[config.mk]
export PLATFORM = sky130hd
export DESIGN_NAME = ps2_keyboard_receiver
export DESIGN_NICKNAME = d
export VERILOG_FILES = /design/src/rtl/ps2_keyboard_receiver.sv
export SDC_FILE = /design/constraint.sdc
export NUM_CORES = 1
export LEC_CHECK = 0
export ABC_CLOCK_PERIOD_IN_PS = 2150
export BUFFER_PORTS_ARGS = -buffer_cell sky130_fd_sc_hd__buf_2
export CAP_MARGIN = 20
export CORE_ASPECT_RATIO = 0.7
export CORE_UTILIZATION = 51
export CTS_BUF_LIST = sky130_fd_sc_hd__clkbuf_8
export DETAILED_ROUTE_END_ITERATION = 10
export PLACE_DENSITY = 0.72
export SETUP_SLACK_MARGIN = 0.02
export SYNTH_ARGS = -nofsm -noshare
export SYNTH_HDL_FRONTEND = slang
export SYNTH_SLANG_ARGS = --single-unit
[constraint.sdc]
create_clock -name clk -period 2.15 [get_ports clk]
set_clock_uncertainty 0.05 [all_clocks]
set_input_delay 0.43 -clock clk [delete_from_list [all_inputs] [get_ports clk]]
set_output_delay 0.43 -clock clk [all_outputs]
set_load 0.005 [all_outputs]
[src/rtl/ps2_keyboard_receiver.sv]
`default_nettype none
// ============================================================================
// Module   : ps2_keyboard_receiver
// Purpose  : PS/2 keyboard frame receiver delivering validated scan codes
//            and a one-cycle arrival pulse to the input register / FGI path.
// Revision : 1.0
// ============================================================================
module ps2_keyboard_receiver #(
    parameter int FILTER_LEN     = 8,
    parameter int TIMEOUT_CYCLES = 50000,
    parameter bit SUPPRESS_BREAK = 1'b1
) (
    input  logic       clk,
    input  logic       reset,
    input  logic       ps2c,
    input  logic       ps2d,
    input  logic       rx_en,
    output logic [7:0] keyboard_input_data,
    output logic       input_arrived_flag,
    output logic       parity_error,
    output logic       frame_error,
    output logic       busy
);

    localparam int                c_tcnt_w   = $clog2(TIMEOUT_CYCLES + 1);
    localparam logic [c_tcnt_w-1:0] c_timeout = c_tcnt_w'(TIMEOUT_CYCLES);
    localparam logic [3:0]        c_filt_max = 4'(FILTER_LEN - 1);
    localparam logic [7:0]        c_break    = 8'hF0;

    typedef enum logic [1:0] {
        S_IDLE   = 2'd0,
        S_DATA   = 2'd1,
        S_PARITY = 2'd2,
        S_STOP   = 2'd3
    } state_t;

    logic                r_ps2c_s1, r_ps2c_s2, r_ps2d_s1, r_ps2d_s2;
    logic [3:0]          r_fcnt;
    logic                r_fc, r_fc_d;
    logic                w_fe;

    state_t              r_state, w_state_nxt;
    logic [2:0]          r_bit_cnt, w_bit_cnt_nxt;
    logic [7:0]          r_shift, w_shift_nxt;
    logic                r_parity, w_parity_nxt;
    logic [c_tcnt_w-1:0] r_tcnt, w_tcnt_nxt;
    logic                r_break_pending, w_break_pending_nxt;
    logic [7:0]          r_data, w_data_nxt;
    logic                r_flag, w_flag_nxt;
    logic                r_perr, w_perr_nxt;
    logic                r_ferr, w_ferr_nxt;

    // Synchronisers and the PS/2 clock deglitch filter
    always_ff @(posedge clk) begin
        if (reset) begin
            r_ps2c_s1 <= 1'b1;
            r_ps2c_s2 <= 1'b1;
            r_ps2d_s1 <= 1'b1;
            r_ps2d_s2 <= 1'b1;
            r_fcnt    <= 4'd0;
            r_fc      <= 1'b1;
            r_fc_d    <= 1'b1;
        end else begin
            r_ps2c_s1 <= ps2c;
            r_ps2c_s2 <= r_ps2c_s1;
            r_ps2d_s1 <= ps2d;
            r_ps2d_s2 <= r_ps2d_s1;
            r_fc_d    <= r_fc;
            if (r_ps2c_s2 == r_fc) begin
                r_fcnt <= 4'd0;
            end else if (r_fcnt == c_filt_max) begin
                r_fcnt <= 4'd0;
                r_fc   <= r_ps2c_s2;
            end else begin
                r_fcnt <= r_fcnt + 4'd1;
            end
        end
    end

    assign w_fe = r_fc_d & ~r_fc;

    always_ff @(posedge clk) begin
        if (reset) begin
            r_state         <= S_IDLE;
            r_bit_cnt       <= 3'd0;
            r_shift         <= 8'h00;
            r_parity        <= 1'b0;
            r_tcnt          <= '0;
            r_break_pending <= 1'b0;
            r_data          <= 8'h00;
            r_flag          <= 1'b0;
            r_perr          <= 1'b0;
            r_ferr          <= 1'b0;
        end else begin
            r_state         <= w_state_nxt;
            r_bit_cnt       <= w_bit_cnt_nxt;
            r_shift         <= w_shift_nxt;
            r_parity        <= w_parity_nxt;
            r_tcnt          <= w_tcnt_nxt;
            r_break_pending <= w_break_pending_nxt;
            r_data          <= w_data_nxt;
            r_flag          <= w_flag_nxt;
            r_perr          <= w_perr_nxt;
            r_ferr          <= w_ferr_nxt;
        end
    end

    always_comb begin
        w_state_nxt         = r_state;
        w_bit_cnt_nxt       = r_bit_cnt;
        w_shift_nxt         = r_shift;
        w_parity_nxt        = r_parity;
        w_break_pending_nxt = r_break_pending;
        w_data_nxt          = r_data;
        w_flag_nxt          = 1'b0;
        w_perr_nxt          = 1'b0;
        w_ferr_nxt          = 1'b0;

        if (r_state == S_IDLE) begin
            if (w_fe && !r_ps2d_s2 && rx_en) begin
                w_state_nxt   = S_DATA;
                w_bit_cnt_nxt = 3'd0;
            end
        end else if (w_fe) begin
            case (r_state)
                S_DATA: begin
                    w_shift_nxt   = {r_ps2d_s2, r_shift[7:1]};
                    w_bit_cnt_nxt = r_bit_cnt + 3'd1;
                    if (r_bit_cnt == 3'd7) begin
                        w_state_nxt = S_PARITY;
                    end
                end
                S_PARITY: begin
                    w_parity_nxt = r_ps2d_s2;
                    w_state_nxt  = S_STOP;
                end
                default: begin
                    w_state_nxt = S_IDLE;
                    // Stop-bit failure outranks a parity failure
                    if (!r_ps2d_s2) begin
                        w_ferr_nxt          = 1'b1;
                        w_break_pending_nxt = 1'b0;
                    end else if (!(^{r_shift, r_parity})) begin
                        w_perr_nxt          = 1'b1;
                        w_break_pending_nxt = 1'b0;
                    end else if (SUPPRESS_BREAK && (r_shift == c_break)) begin
                        w_break_pending_nxt = 1'b1;
                    end else if (SUPPRESS_BREAK && r_break_pending) begin
                        w_break_pending_nxt = 1'b0;
                    end else begin
                        w_data_nxt = r_shift;
                        w_flag_nxt = 1'b1;
                    end
                end
            endcase
        end else if (r_tcnt == c_timeout) begin
            w_state_nxt         = S_IDLE;
            w_ferr_nxt          = 1'b1;
            w_break_pending_nxt = 1'b0;
        end

        if ((w_state_nxt == S_IDLE) || w_fe) begin
            w_tcnt_nxt = '0;
        end else begin
            w_tcnt_nxt = r_tcnt + 1'b1;
        end
    end

    assign keyboard_input_data = r_data;
    assign input_arrived_flag  = r_flag;
    assign parity_error        = r_perr;
    assign frame_error         = r_ferr;
    assign busy                = (r_state != S_IDLE);

endmodule
`default_nettype wire
After elaboration in Yosys (flattened, before gate mapping)
Index checks and enable logic that the tools add are counted.
{ "classes": {"add_sub_neg": 3, "mul": 0, "n_div": 0, "magnitude_cmp": 0, "n_eq_ne": 9, "shift": 0, "mux": 22, "n_bitwise": 10, "n_reduce_logical": 23} }
{ "op_table": {"columns": ["operator", "n"], "rows": [
  ["adder 16 x 1 -> 16 bit, second input constant", 1],
  ["== test 16 bit, second input constant", 1],
  ["2-to-1 mux 1 bit", 12],
  ["2-to-1 mux 3 bit", 4],
  ["AND reduction 3 bit", 4],
  ["2-to-1 mux 2 bit", 5],
  ["inverter 1 bit", 9],
  ["XOR reduction 9 bit", 1],
  ["== test 8 bit, second input constant", 1],
  ["nonzero test 2 bit", 4],
  ["OR reduction 8 bit", 1],
  ["AND reduction 7 bit", 1],
  ["OR reduction 2 bit", 3],
  ["OR reduction 6 bit", 1],
  ["adder 4 x 1 -> 4 bit, second input constant", 1],
  ["== test 4 x 3 -> 1 bit, second input constant", 1],
  ["zero test 2 bit", 2],
  ["one-hot mux 2 bit (2 select lines)", 1],
  ["adder 3 x 1 -> 3 bit, second input constant", 1],
  ["== test 3 bit, second input constant", 1],
  ["OR reduction 3 bit", 1],
  ["== test 2 x 1 -> 1 bit, second input constant", 1],
  ["== test 2 bit, second input constant", 1],
  ["logical AND 1 bit", 2],
  ["7 further kinds", 7]
]} }
{ "totals": {"regBits": 52, "latchBits": 0, "ramBits": 0, "rom_bits": 0, "input_bits": 5, "out_inout_bits": 12, "mem_count": 0} }

Longest topological paths before layout
{ "logic_depth": {"word_depth": 9, "mapped_depth": 8} }

Least setup slack after synthesis
No wires, ideal clock.
{ "synth_path": {"path_type": "register to register", "startpoint": "register r_state[0]", "endpoint": "register r_tcnt[11]", "setup_time_ns": 0.115, "arrival_ns": 1.951, "required_time_ns": 1.985, "setup_slack_ns": 0.034, "path_stages_with_launch": 9, "n_path_buf": 1, "period_less_slack_ns": 2.116, "path_cell_list": "dfxtp_1 -> inv_1 -> ha_1 -> and3b_2 -> a22oi_1 -> a221oi_1 -> o31ai_4 -> buf_6 -> nor2_2"} }
{ "synth_between": {"elab_chain_cells": 7, "word_cells_on_any_way": 12, "cone_classes": "2 x eq/ne; 6 x mux; 4 x reduce/logical"} }
{ "synth_lines": {"columns": ["item", "line_no", "source"], "rows": [
  ["start: declaration", "42", "state_t r_state, w_state_nxt;"],
  ["start signal: assignment", "95", "r_state <= w_state_nxt;"],
  ["== test 2 bit, or another cell as far along", "125", "case (r_state)"],
  ["one-hot mux 2 bit (2 select lines)", "125", null],
  ["2-to-1 mux 2 bit", "124", "end else if (w_fe) begin"],
  ["2-to-1 mux 2 bit (*)", "119", "if (r_state == S_IDLE) begin"],
  ["zero test 2 bit (*)", "162", "if ((w_state_nxt == S_IDLE) || w_fe) begin"],
  ["logical OR 1 bit (*)", "162", null],
  ["OR reduction 2 bit (no line) (*)", null, null],
  ["end signal: assignment", "99", "r_tcnt <= w_tcnt_nxt;"],
  ["end: declaration", "46", "logic [c_tcnt_w-1:0] r_tcnt, w_tcnt_nxt;"]
]} }
Every way passes the cells marked *; elsewhere a longest branch is shown, timed or not.
A chain may end at the register's enable or synchronous reset.

Worst setup path in the final report
{ "layout_path": {"startpoint": "register r_tcnt[2]", "endpoint": "register r_tcnt[6]"} }
{ "layout_between": {"elab_chain_cells": 7, "word_cells_on_any_way": 8, "cone_classes": "1 x add/sub; 1 x eq/ne; 3 x mux; 3 x reduce/logical"} }
{ "layout_lines": {"columns": ["item", "line_no", "source"], "rows": [
  ["== test 16 bit", "156", "end else if (r_tcnt == c_timeout) begin"],
  ["2-to-1 mux 2 bit", "156", null],
  ["2-to-1 mux 2 bit", "124", null],
  ["2-to-1 mux 2 bit", "119", null],
  ["zero test 2 bit", "162", null],
  ["logical OR 1 bit", "162", null],
  ["OR reduction 2 bit (no line)", null, null]
]} }
Parallel ways exist; a longest one is shown, timed or not.

==> flow_metrics.env <==
export IMPL_hold_path_class="input port to flip-flop"
export IMPL_fillers=369
export IMPL_rows=20
export IMPL_syn_inst=254
export IMPL_drive_gt1_share_pct=27.1
export IMPL_die_h_um=60.2
export IMPL_coreArea_sq_um=4480
export IMPL_vias=1829
export IMPL_die_w_um=85.1
export IMPL_place_ws_ps=18.1
export IMPL_post_route_period_util_pct=96.9
export IMPL_critPathMaxStageDelay_ps=550
export IMPL_first_global_vias=1671
export IMPL_slew_headroom_pct=63.5
export IMPL_cp_start_kind="flip-flop"
export IMPL_numCtsBuffers=5
export IMPL_power_density_nw_per_um2=622
export IMPL_status="completed"
export IMPL_arrival_ps=2240
export IMPL_finalNetCount=304
export IMPL_die_area_sq_um=5120
export IMPL_power_frac_comb_pct=12.4
export IMPL_synth_common_cells="dfxtp_1, nor2_1, nand2_1"
export IMPL_synth_edff_count=0
export IMPL_synth_flop_cell="dfxtp_1"
export IMPL_cts_tree="yes"
export IMPL_synthXorXnorAreaFrac_pct=10.2
export IMPL_switchingPower_uw=457
export IMPL_gp_congestion=0.873
export IMPL_antenna_found_initial=0
export IMPL_power_frac_seq_pct=55.2
export IMPL_io_pins=17
export IMPL_clock_path_buffers=2
export IMPL_cts_hold_buf=0
export IMPL_cp_slowest_cell="or4b_4"
export IMPL_cp_end_kind="flip-flop"
export IMPL_slew_violations=0
export IMPL_setup_violations_final=0
export IMPL_ys_warn_count=0
export IMPL_clk_pin_slew_ps=100
export IMPL_tightest_slew_ps=540
export IMPL_finalHoldViolCount=0
export IMPL_async_flop_share_pct=0
export IMPL_yosys_area_top_type="dfxtp_1"
export IMPL_synth_area_top_cells="dfxtp_1, ha_1, mux2i_1"
export IMPL_yosysMostFrequentCell="dfxtp_1"
export IMPL_dr_pass1_iters=4
export IMPL_yosys_cell_types_count=48
export IMPL_rsz0062_at_grt="true"
export IMPL_grt_pass1_wl_um=7870
export IMPL_clockPowerShare_pct=32.3
export IMPL_ant_nets=0
export IMPL_area_growth_synth_to_final_pct=16.1
export IMPL_drc_errors=0
export IMPL_dp_hpwl_um=3430
export IMPL_synth_compound_gate_area_share_pct=7.46
export IMPL_finalWorstSetupSlack_ps=67.4
export IMPL_syn_nets=268
export IMPL_ys_seq_area_share_pct=42.2
export IMPL_p_leak_nw=1.18
export IMPL_cts_sinks=52
export IMPL_post_drt_wl_per_cell_um=13.6
export IMPL_fin_tns_setup_ps=0
export IMPL_holdPathStages=2
export IMPL_p_int_mw=1.32
export IMPL_ir_drop_mv=0.453
export IMPL_synth_top_cell_area_share_pct=42.2
export IMPL_initial_core_util_pct=55.1
export IMPL_yosys_mux_area_fraction_pct=5.38
export IMPL_p_total_mw=1.78
export IMPL_grt_start_max_net_pins=22
export IMPL_maxCapViolations=0
export IMPL_ys_ff_latch=52
export IMPL_cts_root_buf="clkbuf_8"
export IMPL_synth_simple_area_share_pct=26.9
export IMPL_fin_area_sq_um=2860
export IMPL_multi_input_area_sq_um=1370
export IMPL_avgSynthCellArea_sq_um=9.71
export IMPL_crit_fanout=16
export IMPL_required_ps=2300
export IMPL_insertion_delay_ps=310
export IMPL_vias_per_cell=5.29
export IMPL_place_area_sq_um=2740
export IMPL_synth_area_sq_um=2470
export IMPL_portBuffers=16
export IMPL_grt_overflow_total=0
export IMPL_crit_type="flip-flop to flip-flop"
export IMPL_worstRegToRegCells=6
export IMPL_grt_use_total_pct=20.0
export IMPL_htree_levels=2
export IMPL_seqCellArea_sq_um=1040
export IMPL_period_needed_ps=2080
export IMPL_num_antenna_cells=0
export IMPL_switching_share_pct=25.6
export IMPL_synthAdderAreaFrac_pct=4.57
export IMPL_fmax_ghz=0.480
export IMPL_synth_top_family_by_area="simple AND/OR/NAND/NOR gates"
export IMPL_drt_iter0_drc=75
export IMPL_finalWirelength_um=4710
export IMPL_path_cells="or4b_4 -> o41ai_2 -> a311oi_1 -> o31ai_4 -> buf_12 -> nor2_1"
worst paths after layout:
| kind | from | to | slack, ps |
|---|---|---|---|
| max | r_tcnt[2]$_SDFF_PP0_ | r_tcnt[6]$_SDFF_PP0_ | 70 |
| min | ps2d | r_ps2d_s1$_SDFF_PP1_ | 250 |
| max reg2reg | r_tcnt[2]$_SDFF_PP0_ | r_tcnt[6]$_SDFF_PP0_ | 70 |
| min reg2reg | r_ps2c_s1$_SDFF_PP1_ | r_ps2c_s2$_SDFF_PP1_ | 380 |
cell type report:
| class | instances | area share (%) |
|---|---|---|
| Multi-Input combinational cell | 187 | 48.0 |
| Sequential cell | 52 | 36.4 |
| Timing Repair Buffer | 36 | 8.92 |
| Clock buffer | 6 | 2.88 |
| Tap cell | 55 | 2.40 |
| Inverter | 8 | 1.05 |
| Clock inverter | 2 | 0.350 |
state kept, by name (all words and copies together) (netlist names), 2 cells and up:
name / cells
r_tcnt: 16
r_fcnt: 4
r_state: 2
r_shift: 8
r_bit_cnt: 3
keyboard_input_data: 8
layout by cell type, fill, tap and decap left out, types with 3 or more instances in the layout:
cell      count
nand2_1      24
nor2_2       10
xor2_1        9
nand2b_1      3
and3_1        3
dfxtp_1      51
nor2_1       29
a21oi_1      13
buf_4        18
nand3_1       8
or2_2         7
mux2i_1      11
xnor2_1      12
buf_2        16
nor3_1        5
and2_1        3
nand4_1       3
clkbuf_8      6
inv_1         8
ha_1          9
what timing repair did:
item / 4_1_cts / 5_1_grt
setup buffers: 0 / 0
gates resized for setup: 1 / 5
endpoints found under the setup margin: 14 / 35
stage by stage:
stage / hold WS (ps) / utilization, % / std cells
after floorplan: 339 / - / 254
after global placement: 354 / 61.2 / 338
after detailed placement: 354 / 61.2 / 338
after CTS: 244 / 63.4 / 346
after global routing: 237 / 63.9 / 346
final: 249 / 63.9 / 346
routing by layer:
metal	vias to the layer above	GRT usage, %	routed length, um
li1	944	-	-
met2	32	26.0	1800
met3	2	4.97	201
met4	0	8.23	31
met5	-	0	0
met1	851	30.7	2680
critical path: cells and delay by family, from the launching register on:
kind | cells | cell delay, ps
buf+inv | 1 | 200
compound gates | 3 | 800
simple gates | 2 | 610
flops | 1 | 330
power by group through the flow:
stage               clock network, mW  logic [mW]  registers (mW)
finish                          0.576       0.221           0.984
global route                    0.632       0.239           0.987
CTS                             0.592       0.219           0.984
detailed placement                  0       0.218            1.01
global placement                    0       0.215            1.01
floorplan                           0       0.132            1.01
cell families after synthesis:
group | Yosys count
simple gates | 117
flops | 52
compound gates | 25
xor+xnor | 24
buf+inv | 15
mux | 12
fa+ha+maj | 9
Power figures use the tool's default switching activity.
